**src/rtl/pulse_train_gen.sv**
```systemverilog
// pulse_train_gen: repeating spin-echo / CPMG pulse train with a per-period
// sync pulse, receiver-inhibit window and pulse/receive attenuator switching.
// Configuration is double-buffered: cfg_load fills a pending bundle that is
// copied to the active bundle only at a period boundary.
// Optional feature macro: PULSE_TRAIN_PHASE_EN adds a 2-bit phase-cycling
// index output that advances at every boundary that starts a new period.
module pulse_train_gen #(
    parameter int CW     = 32,
    parameter int NW     = 8,
    parameter int ATT_W  = 7,
    parameter int SYNC_W = 4
) (
    input  logic             clk,
    input  logic             resetn,
    input  logic             run,
    input  logic             cfg_load,
    input  logic [CW-1:0]    cfg_period,
    input  logic [CW-1:0]    cfg_p1width,
    input  logic [CW-1:0]    cfg_p2width,
    input  logic [CW-1:0]    cfg_delay,
    input  logic [NW-1:0]    cfg_cpmg,
    input  logic             cfg_block,
    input  logic [CW-1:0]    cfg_block_off,
    input  logic [ATT_W-1:0] cfg_pre_att,
    input  logic [ATT_W-1:0] cfg_post_att,
    output logic             pulse_on,
    output logic             sync_on,
    output logic             inhib,
    output logic [ATT_W-1:0] att,
    output logic             cfg_pending,
    output logic             overrun,
    output logic [NW-1:0]    echo_cnt
`ifdef PULSE_TRAIN_PHASE_EN
    ,
    output logic [1:0]       phase
`endif
);

    typedef struct packed {
        logic [CW-1:0]    period;
        logic [CW-1:0]    p1;
        logic [CW-1:0]    p2;
        logic [CW-1:0]    delay;
        logic [NW-1:0]    cpmg;
        logic             block;
        logic [CW-1:0]    block_off;
        logic [ATT_W-1:0] pre_att;
        logic [ATT_W-1:0] post_att;
    } cfg_t;

    typedef enum logic [2:0] {IDLE, PULSE1, WAIT1, PULSE2, WAIT2, TAIL, HOLD} state_t;

    // Sequence position: state plus refocusing pulses issued so far.
    typedef struct packed {
        state_t        st;
        logic [NW-1:0] ec;
    } seq_t;

    cfg_t          cfg_in, act_q, act_d, pend_q, pend_d;
    logic          pend_v_q, pend_v_d;
    state_t        state_q, state_d;
    logic [NW-1:0] echo_q, echo_d;
    logic [CW-1:0] pcnt_q, pcnt_d, per_m1;
    logic [CW:0]   cnt_q, cnt_d;
    logic          overrun_q, overrun_d;
    logic          pulse_on_q, pulse_on_d, sync_q, sync_d, inhib_q, inhib_d;
    logic [ATT_W-1:0] att_q, att_d;
    logic          active, done, bnd;
    seq_t          cur, seq_nxt, seq_start;
`ifdef PULSE_TRAIN_PHASE_EN
    logic [1:0]    phase_q, phase_d;
`endif

    assign cfg_in = '{cfg_period, cfg_p1width, cfg_p2width, cfg_delay, cfg_cpmg,
                      cfg_block, cfg_block_off, cfg_pre_att, cfg_post_att};

    // Cycles spent in each timed state; IDLE/HOLD never time out.
    function automatic logic [CW:0] state_len(state_t s, cfg_t c);
        case (s)
            PULSE1:  return {1'b0, c.p1};
            WAIT1:   return {1'b0, c.delay};
            PULSE2:  return {1'b0, c.p2};
            WAIT2:   return {c.delay, 1'b0};
            TAIL:    return {1'b0, c.block_off};
            default: return '1;
        endcase
    endfunction

    // Successor of a state that has just finished; echo counts on PULSE2 entry.
    function automatic seq_t step(seq_t s, cfg_t c);
        seq_t r;
        r = s;
        case (s.st)
            PULSE1: r.st = WAIT1;
            WAIT1: begin
                if (c.cpmg == '0) r.st = TAIL;
                else begin
                    r.st = PULSE2;
                    r.ec = s.ec + 1'b1;
                end
            end
            PULSE2: begin
                if (s.ec == c.cpmg) r.st = TAIL;
                else if (c.p2 == '0 && c.delay == '0) begin
                    // all remaining echoes are zero-length: account for them at once
                    r.st = TAIL;
                    r.ec = c.cpmg;
                end else r.st = WAIT2;
            end
            WAIT2: begin
                r.st = PULSE2;
                r.ec = s.ec + 1'b1;
            end
            TAIL:    r.st = HOLD;
            default: r = s;
        endcase
        return r;
    endfunction

    // Walk through zero-length states so none of them costs a cycle.
    function automatic seq_t resolve(seq_t s, cfg_t c);
        seq_t r;
        r = s;
        for (int i = 0; i < 6; i++)
            if (state_len(r.st, c) == '0) r = step(r, c);
        return r;
    endfunction

    // Next-state: period counter, boundary handling, sequencer and output decode.
    always_comb begin
        act_d     = act_q;
        pend_d    = pend_q;
        pend_v_d  = pend_v_q;
        state_d   = state_q;
        echo_d    = echo_q;
        pcnt_d    = pcnt_q;
        cnt_d     = cnt_q;
        overrun_d = overrun_q;
`ifdef PULSE_TRAIN_PHASE_EN
        phase_d   = phase_q;
`endif
        cur       = '{st: state_q, ec: echo_q};
        seq_start = '{st: PULSE1, ec: '0};
        active    = state_q inside {PULSE1, WAIT1, PULSE2, WAIT2, TAIL};
        done      = active && (cnt_q == state_len(state_q, act_q) - 1'b1);
        seq_nxt   = done ? resolve(step(cur, act_q), act_q) : cur;
        per_m1    = (act_q.period < CW'(2)) ? CW'(1) : act_q.period - 1'b1;
        bnd       = (state_q == IDLE) || (pcnt_q == per_m1);

        if (cfg_load) begin
            pend_d   = cfg_in;
            pend_v_d = 1'b1;
        end

        if (bnd) begin
            if (pend_v_q) begin
                act_d    = pend_q;
                pend_v_d = cfg_load;    // a load on the boundary waits for the next one
            end
            if (state_q != IDLE && seq_nxt.st != HOLD) overrun_d = 1'b1;
            pcnt_d = '0;
            cnt_d  = '0;
            if (run) begin
                seq_start = resolve(seq_start, act_d);
                state_d   = seq_start.st;
                echo_d    = seq_start.ec;
`ifdef PULSE_TRAIN_PHASE_EN
                phase_d   = phase_q + 1'b1;
`endif
            end else begin
                state_d = IDLE;
                echo_d  = '0;
            end
        end else begin
            pcnt_d  = pcnt_q + 1'b1;
            state_d = seq_nxt.st;
            echo_d  = seq_nxt.ec;
            if (done) cnt_d = '0;
            else if (active) cnt_d = cnt_q + 1'b1;
        end

        pulse_on_d = state_d inside {PULSE1, PULSE2};
        inhib_d    = act_d.block && (state_d inside {PULSE1, WAIT1, PULSE2, WAIT2, TAIL});
        att_d      = inhib_d ? act_d.pre_att : act_d.post_att;
        sync_d     = (state_d != IDLE) && (pcnt_d < CW'(SYNC_W));
    end

    // State and registered outputs, synchronous active-low reset.
    always_ff @(posedge clk) begin
        if (!resetn) begin
            act_q      <= '0;
            pend_q     <= '0;
            pend_v_q   <= 1'b0;
            state_q    <= IDLE;
            echo_q     <= '0;
            pcnt_q     <= '0;
            cnt_q      <= '0;
            overrun_q  <= 1'b0;
            pulse_on_q <= 1'b0;
            sync_q     <= 1'b0;
            inhib_q    <= 1'b0;
            att_q      <= '0;
`ifdef PULSE_TRAIN_PHASE_EN
            phase_q    <= '0;
`endif
        end else begin
            act_q      <= act_d;
            pend_q     <= pend_d;
            pend_v_q   <= pend_v_d;
            state_q    <= state_d;
            echo_q     <= echo_d;
            pcnt_q     <= pcnt_d;
            cnt_q      <= cnt_d;
            overrun_q  <= overrun_d;
            pulse_on_q <= pulse_on_d;
            sync_q     <= sync_d;
            inhib_q    <= inhib_d;
            att_q      <= att_d;
`ifdef PULSE_TRAIN_PHASE_EN
            phase_q    <= phase_d;
`endif
        end
    end

    assign pulse_on    = pulse_on_q;
    assign sync_on     = sync_q;
    assign inhib       = inhib_q;
    assign att         = att_q;
    assign cfg_pending = pend_v_q;
    assign overrun     = overrun_q;
    assign echo_cnt    = echo_q;
`ifdef PULSE_TRAIN_PHASE_EN
    assign phase       = phase_q;
`endif

endmodule
```
**config.mk**
```make
export PLATFORM = sky130hd
export DESIGN_NAME = pulse_train_gen
export DESIGN_NICKNAME = d
export VERILOG_FILES = /design/src/rtl/pulse_train_gen.sv
export SDC_FILE = /design/constraint.sdc
export NUM_CORES = 1
export LEC_CHECK = 0
export ABC_AREA = 1
export BUFFER_PORTS_ARGS = -buffer_cell sky130_fd_sc_hd__buf_2
export CAP_MARGIN = 10
export CORE_MARGIN = 1
export CORE_UTILIZATION = 32
export CTS_CLUSTER_SIZE = 20
export DETAILED_ROUTE_END_ITERATION = 6
export PLACE_DENSITY_LB_ADDON = 0.15
export RECOVER_POWER = 50
export SYNTH_ARGS = -nofsm -noshare
export SYNTH_HDL_FRONTEND = slang
export SYNTH_SLANG_ARGS = --single-unit
```
**constraint.sdc**
```tcl
create_clock -name clk -period 12.51 [get_ports clk]
set_clock_uncertainty 0.05 [all_clocks]
set_input_delay 1.8765 -clock clk [delete_from_list [all_inputs] [get_ports clk]]
set_output_delay 1.8765 -clock clk [all_outputs]
set_load 0.02 [all_outputs]
```
# ---- Word level (Yosys, flattened, before mapping)
# Cells that the tools add are included.
dict set report classes {
  addsub 16
  magnitude_cmp 2
  eq_ne 81
  n_mux 136
  bitwise_logic 1
  n_reduce_logical 35
}
# op n
set op_table {}
lappend op_table {{33-bit one-hot mux with 5 select lines} 12}
lappend op_table {{33-bit zero test} 12}
lappend op_table {{33-bit 2-to-1 mux} 12}
lappend op_table {{183-bit 2-to-1 mux} 2}
lappend op_table {{8-bit 2-to-1 mux} 38}
lappend op_table {{8-bit one-hot mux with 3 select lines} 12}
lappend op_table {{11-bit 2-to-1 mux} 22}
lappend op_table {{3-bit one-hot mux with 5 select lines} 12}
lappend op_table {{32-bit zero test} 4}
lappend op_table {{8-bit by 1-bit adder with 8-bit output (second input constant)} 12}
lappend op_table {{8-bit == test} 12}
lappend op_table {{3-bit by 2-bit == test with 1-bit output (second input constant)} 26}
lappend op_table {{3-bit == test (second input constant)} 26}
lappend op_table {{32-bit 2-to-1 mux} 2}
lappend op_table {{47-bit 2-to-1 mux} 1}
lappend op_table {{3-bit by 1-bit == test with 1-bit output (second input constant)} 13}
lappend op_table {{33-bit by 1-bit adder with 33-bit output (second input constant)} 1}
lappend op_table {{33-bit == test} 1}
lappend op_table {{33-bit by 1-bit subtractor with 33-bit output (second input constant)} 1}
lappend op_table {{32-bit by 1-bit adder with 32-bit output (second input constant)} 1}
lappend op_table {{32-bit == test} 1}
lappend op_table {{32-bit by 2-bit less-than comparator with 1-bit output (second input constant)} 1}
lappend op_table {{32-bit by 3-bit less-than comparator with 1-bit output (second input constant)} 1}
lappend op_table {{32-bit by 1-bit subtractor with 32-bit output (second input constant)} 1}
lappend op_table {{other kinds (16)} 45}
dict set report totals {
  register_bits 454
  input_bits 187
  out_inout_bits 20
  elab_cells 299
}

# ---- Depth between registers and ports, before layout
dict set report depth {
  ltp_word 55
  ltp_mapped 38
  ltp_nobuf 36
}

# ---- Worst setup path before layout
# No wires, ideal clock.
dict set report synth_timing {
  path_kind {reg-to-reg}
  start {register state_q[2]}
  end {register att_q[0] (netlist: att[0])}
  setup_ps 119
  t_arrival_ps 3751
  required_ps 12341
  path_slack_ps 8589
  path_stages_with_launch 28
  n_path_buf 2
  synth_period_minus_slack_ps 3921
  path_cell_list {dfxtp_1 -> inv_2 -> nand3_2 -> buf_4 -> buf_2 -> o22ai_1 -> a221oi_1 -> nand2_1 -> inv_1 -> ha_1 -> inv_1 -> nor3_2 -> nand3_2 -> nor3_4 -> nand2_1 -> xor2_1 -> nand2_1 -> nand2_1 -> nor3_1 -> nand3_1 -> nor3_2 -> nand3_1 -> nand3_1 -> nand2_2 -> a21oi_4 -> nand2_4 -> nor2_1 -> a21oi_1}
}
dict set report synth_between {
  elab_chain_len 32
  elab_cells_between_ends 116
  classes_between {6 x add/sub; 47 x eq/ne; 51 x mux; 12 x reduce/logical}
}
# element line_no
set synth_rtl {}
lappend synth_rtl {{from (decl)} 61} ;# state_t state_q, state_d;
lappend synth_rtl {{from (signal assigned)} 210} ;# state_q <= state_d;
lappend synth_rtl {{3-bit == test (tied with other cells)} {79, 93, 144}}
lappend synth_rtl {{8-bit one-hot mux with 3 select lines or 3-bit one-hot mux with 5 select lines (tied branches)} 93} ;# case (s.st)
lappend synth_rtl {{8-bit by 1-bit adder with 8-bit output (tied with other cells)} {99, 112}}
lappend synth_rtl {{8-bit 2-to-1 mux (tied with other cells)} 96} ;# if (c.cpmg == '0) r.st = TAIL;
lappend synth_rtl {{8-bit one-hot mux with 3 select lines (tied with other cells)} 93}
lappend synth_rtl {{11-bit 2-to-1 mux} 125} ;# if (state_len(r.st, c) == '0) r = step(r, c);
lappend synth_rtl {{8-bit by 1-bit adder with 8-bit output (tied with other cells)} {99, 112}}
lappend synth_rtl {{8-bit 2-to-1 mux (tied with other cells)} 96}
lappend synth_rtl {{(+16 left out)} --}
lappend synth_rtl {{3-bit one-hot mux with 5 select lines or 33-bit zero test (tied branches)} {93, 125}}
lappend synth_rtl {{11-bit 2-to-1 mux} 125}
lappend synth_rtl {{11-bit 2-to-1 mux} 146} ;# seq_nxt = done ? resolve(step(cur, act_q), act_q) : cur;
lappend synth_rtl {{3-bit 2-to-1 mux} 155} ;# if (bnd) begin
lappend synth_rtl {{3-bit by 1-bit == test with 1-bit output (tied with other cells)} 183} ;# inhib_d = act_d.block && (state_d inside {PULSE1, WAIT1, PULSE2, WAIT2, TAIL});
lappend synth_rtl {{5-bit nonzero test} 183}
lappend synth_rtl {{1-bit logical AND} 183}
lappend synth_rtl {{7-bit 2-to-1 mux *} 184} ;# att_d = inhib_d ? act_d.pre_att : act_d.post_att;
lappend synth_rtl {{to (signal assigned)} 218} ;# att_q <= att_d;
lappend synth_rtl {{to (decl)} 67} ;# logic [ATT_W-1:0] att_q, att_d;
# Mark *: on every way between the ends. The rest lies on a longest branch, timed or not. The select of a mux whose other input is x is not followed.
# A chain may end at the register's enable or synchronous reset.

# ---- Worst setup path in the final report
dict set report layout_timing {
  start {register act_q[157] (netlist bit)}
  end {register act_q[94] (netlist bit)}
}
dict set report layout_between {
  elab_chain_len 4
  elab_cells_between_ends 5
  classes_between {1 x add/sub; 1 x order compare; 1 x eq/ne; 1 x mux; 1 x reduce/logical}
}
# element line_no
set layout_rtl {}
lappend layout_rtl {{from (decl)} 59} ;# cfg_t cfg_in, act_q, act_d, pend_q, pend_d;
lappend layout_rtl {{from (signal assigned)} 207} ;# act_q <= act_d;
lappend layout_rtl {{32-bit by 1-bit subtractor with 32-bit output or 32-bit by 2-bit less-than comparator with 1-bit output (tied branches)} 147} ;# per_m1 = (act_q.period < CW'(2)) ? CW'(1) : act_q.period - 1'b1;
lappend layout_rtl {{32-bit 2-to-1 mux *} 147}
lappend layout_rtl {{32-bit == test *} 148} ;# bnd = (state_q == IDLE) || (pcnt_q == per_m1);
lappend layout_rtl {{1-bit logical OR *} 148}
# Mark *: on every way between the ends. The rest lies on a longest branch, timed or not.

==> impl_metrics.py <==
metrics = {
    "power_and_ir_drop": {
        "leakage_uw": 0.0113,
        "p_int_uw": 2700,
        "irDropWorstVdd_mv": 0.102,
        "power_frac_comb_pct": 16.5,
        "p_sw_uw": 1190,
        "p_clk_share_pct": 41.2,
        "power_frac_seq_pct": 42.3,
        "power_switching_share_pct": 30.7,
        "power.density_nw_per_um2": 138,
    },
    "hold_path": {
        "hp-class": "flop to flop",
    },
    "grt": {
        "grt_first_pass_wirelength_um": 141000,
        "track_usage_pct": 23.0,
        "grt_pass1_vias": 23860,
        "grt_overflow_total": 0,
        "grt_max_degree": 233,
        "antenna_found_initial": 5,
    },
    "setup_path": {
        "cp_max_fo": 110,
        "critPathCaptureType": "flop",
        "critPathKind": "flop to flop",
        "critPathArrivalTime_ns": 8.06,
        "worstPathRequired_ns": 12.99,
        "cp-start-kind": "flop",
    },
    "synth": {
        "synth_area_leaders": "dfxtp_1 (37%), nor2_1 (12%), o21ai_0 (11%), nand2_1 (8.0%), inv_1 (4.9%)",
        "synth_seq_cells": 454,
        "synth_edf_count": 0,
        "yosysWarnings": 0,
        "synth_cells": 3723,
        "synth_area_leader_cell": "dfxtp_1",
        "synth_cell_type_count": 69,
        "synth_commonest_cells": "nor2_1 (775), o21ai_0 (528), nand2_1 (527)",
        "async_reset_ff_share_pct": 0,
        "synth_area_um2": 24700,
        "synth_nets": 3916,
        "synth_flop_cell": "dfxtp_1",
        "seq_area_frac_synth_pct": 36.8,
        "syn_avg_cell_area_um2": 6.64,
        "synthDominantCellAreaShare_pct": 36.8,
        "yosysMostFrequentCell": "nor2_1",
    },
    "clock_tree": {
        "cts.sinks": 454,
        "htreeDepth": 2,
        "ctsHoldBuffers": 0,
        "post_cts_resize_count": 0,
        "post-cts-setup-buffers": 0,
        "clkSlewWorstSetupHoldPaths_ns": 0.06,
        "tritoncts": "built",
        "root_buffer": "clkbuf_16",
        "clk_latency_ns": 0.63,
        "numCtsBuffers": 52,
        "cts_buffer_depth": 3,
    },
    "timing": {
        "finalSetupViolCount": 0,
        "rsz0062_at_grt": "no",
        "hold_slack_ns": 0.412,
        "slew_headroom_pct": -152,
        "setup_tns_ns": 0,
        "post-route-period-util_pct": 60.6,
        "tightest_slew_ns": 3.76,
        "finalMaxSlewViolations": 530,
        "fmax_ghz": 0.132,
        "hold_viol_final": 0,
        "min_period_ns": 7.59,
    },
    "detailed_routing": {
        "drt-pass1-iter-count": 7,
        "via_per_inst": 5.15,
        "drt_iter0_markers": 2385,
        "drc": 0,
        "drt.antenna.violating_nets": 0,
        "drt-total-wl_um": 91600,
        "post_drt_wl_per_cell_um": 18.7,
        "dr_total_vias": 25177,
    },
    "floorplanning": {
        "io_pins": 207,
        "die_h_um": 280,
        "die-area_um2": 78400,
        "die_width_um": 280,
        "core_area_um2": 76200,
        "row_count": 101,
        "start_util_pct": 32.5,
    },
    "placed_design": {
        "dp_cells": 4793,
        "postPlaceCellArea_um2": 26400,
        "globalplace.congestion": 0.998,
        "io_buffers": 206,
        "dp_hpwl_um": 68200,
    },
    "job": {
        "maxCapViolCount": 7,
    },
    "cells_and_area": {
        "fill_cells": 8488,
        "seq_area_um2": 9090,
        "final_layout_size_suffix_gt1_share_pct": 10.7,
        "final_cells": 4889,
        "final_cell_area_um2": 28200,
        "nets": 4011,
        "multi_input_area_um2": 13600,
        "antenna_cells": 0,
        "area_delta_synth_final_pct": 13.9,
    },
    "status": {
        "outcome": "finished with violations",
        "violations": "capacitance limit, slew limit",
    },
}
worst paths after layout:
path	end	cells past startpoint	slack [ns]	from
worst min register to register	pend_q[10]	2	0.41	pend_q[10]
worst max-delay path	act_q[94]	18	4.92	act_q[157]
worst min-delay path	pend_q[10]	2	0.41	pend_q[10]
worst max register to register	act_q[94]	18	4.92	act_q[157]
power by group through the flow:
stage          Sequential (uW)  Clock, uW  Combinational [uW]
2_1_floorplan             1630          0                 445
3_3_place_gp              1670          0                 638
3_5_place_dp              1670          0                 635
4_1_cts                   1640       1650                 639
5_1_grt                   1650       1700                 723
6_report                  1640       1600                 644
layout make-up:
class,instances,area share [%]
Timing Repair Buffer,225,4.08
Tap cell,1030,4.57
Clock buffer,67,5.10
Sequential cell,454,32.3
Clock inverter,28,1.23
Multi-Input combinational cell,2742,48.2
Inverter,343,4.58
worst max-delay path, stage by stage, from the launching register on:
cell       delay, ns
dfxtp_1         0.34
nor2_1          0.17
nand2_1         0.11
nor4_1          0.28
nand2_1         0.09
nor2_1          0.09
clkbuf_1        0.73
inv_1           0.54
nand2_1         0.23
nand2_1         0.06
a2111oi_0       0.47
nand4_1         0.15
nor2_1          0.24
nand4_1         0.17
nand2_1         0.26
clkbuf_1        2.05
buf_4           0.97
o21ai_0         0.16
a31oi_1         0.18
cells in the final DEF, fill, tap and decap left out, types with 71 or more instances in the layout:
cell	count
inv_1	324
nand3_1	115
nand4_1	77
nor3_1	71
nand2_1	526
buf_2	186
nor2_1	774
a21oi_1	214
dfxtp_1	454
xor2_1	92
o21ai_0	528
layer usage:
metal	vias up	routed length (um)	GRT usage [%]
met3	155	6340	3.23
met2	858	41200	37.0
li1	12555	-	-
met4	4	2460	6.35
met5	-	28	0
met1	11605	41600	32.0
stage by stage:
stage / util (%) / total power [uW] / setup slack (ns)
2_1_floorplan: - / 2070 / 8.59
3_3_place_gp: 34.7 / 2310 / 6.99
3_5_place_dp: 34.7 / 2310 / 6.94
4_1_cts: 37.1 / 3930 / 6.93
5_1_grt: 37.0 / 4080 / 3.96
6_report: 37.0 / 3890 / 4.92
state kept, by name (all words and copies together), names as in the netlist:
name	cells
att	7
pend_q	183
echo_cnt	8
act_q	183
pcnt_q	32
state_q	3
cfg_pending	1
inhib	1
sync_on	1
cnt_q	33
overrun	1
pulse_on	1
kinds of logic after synthesis:
kind of cell / count (synthesis) / synth area share [%]
simple gates: 1730 / 30.6
compound gates: 875 / 19.2
buf+inv: 527 / 8.38
flops: 454 / 36.8
xor+xnor: 111 / 3.93
mux: 20 / 0.810
fa+ha+maj: 6 / 0.304
Note: power is estimated with default switching activity, not from simulation.
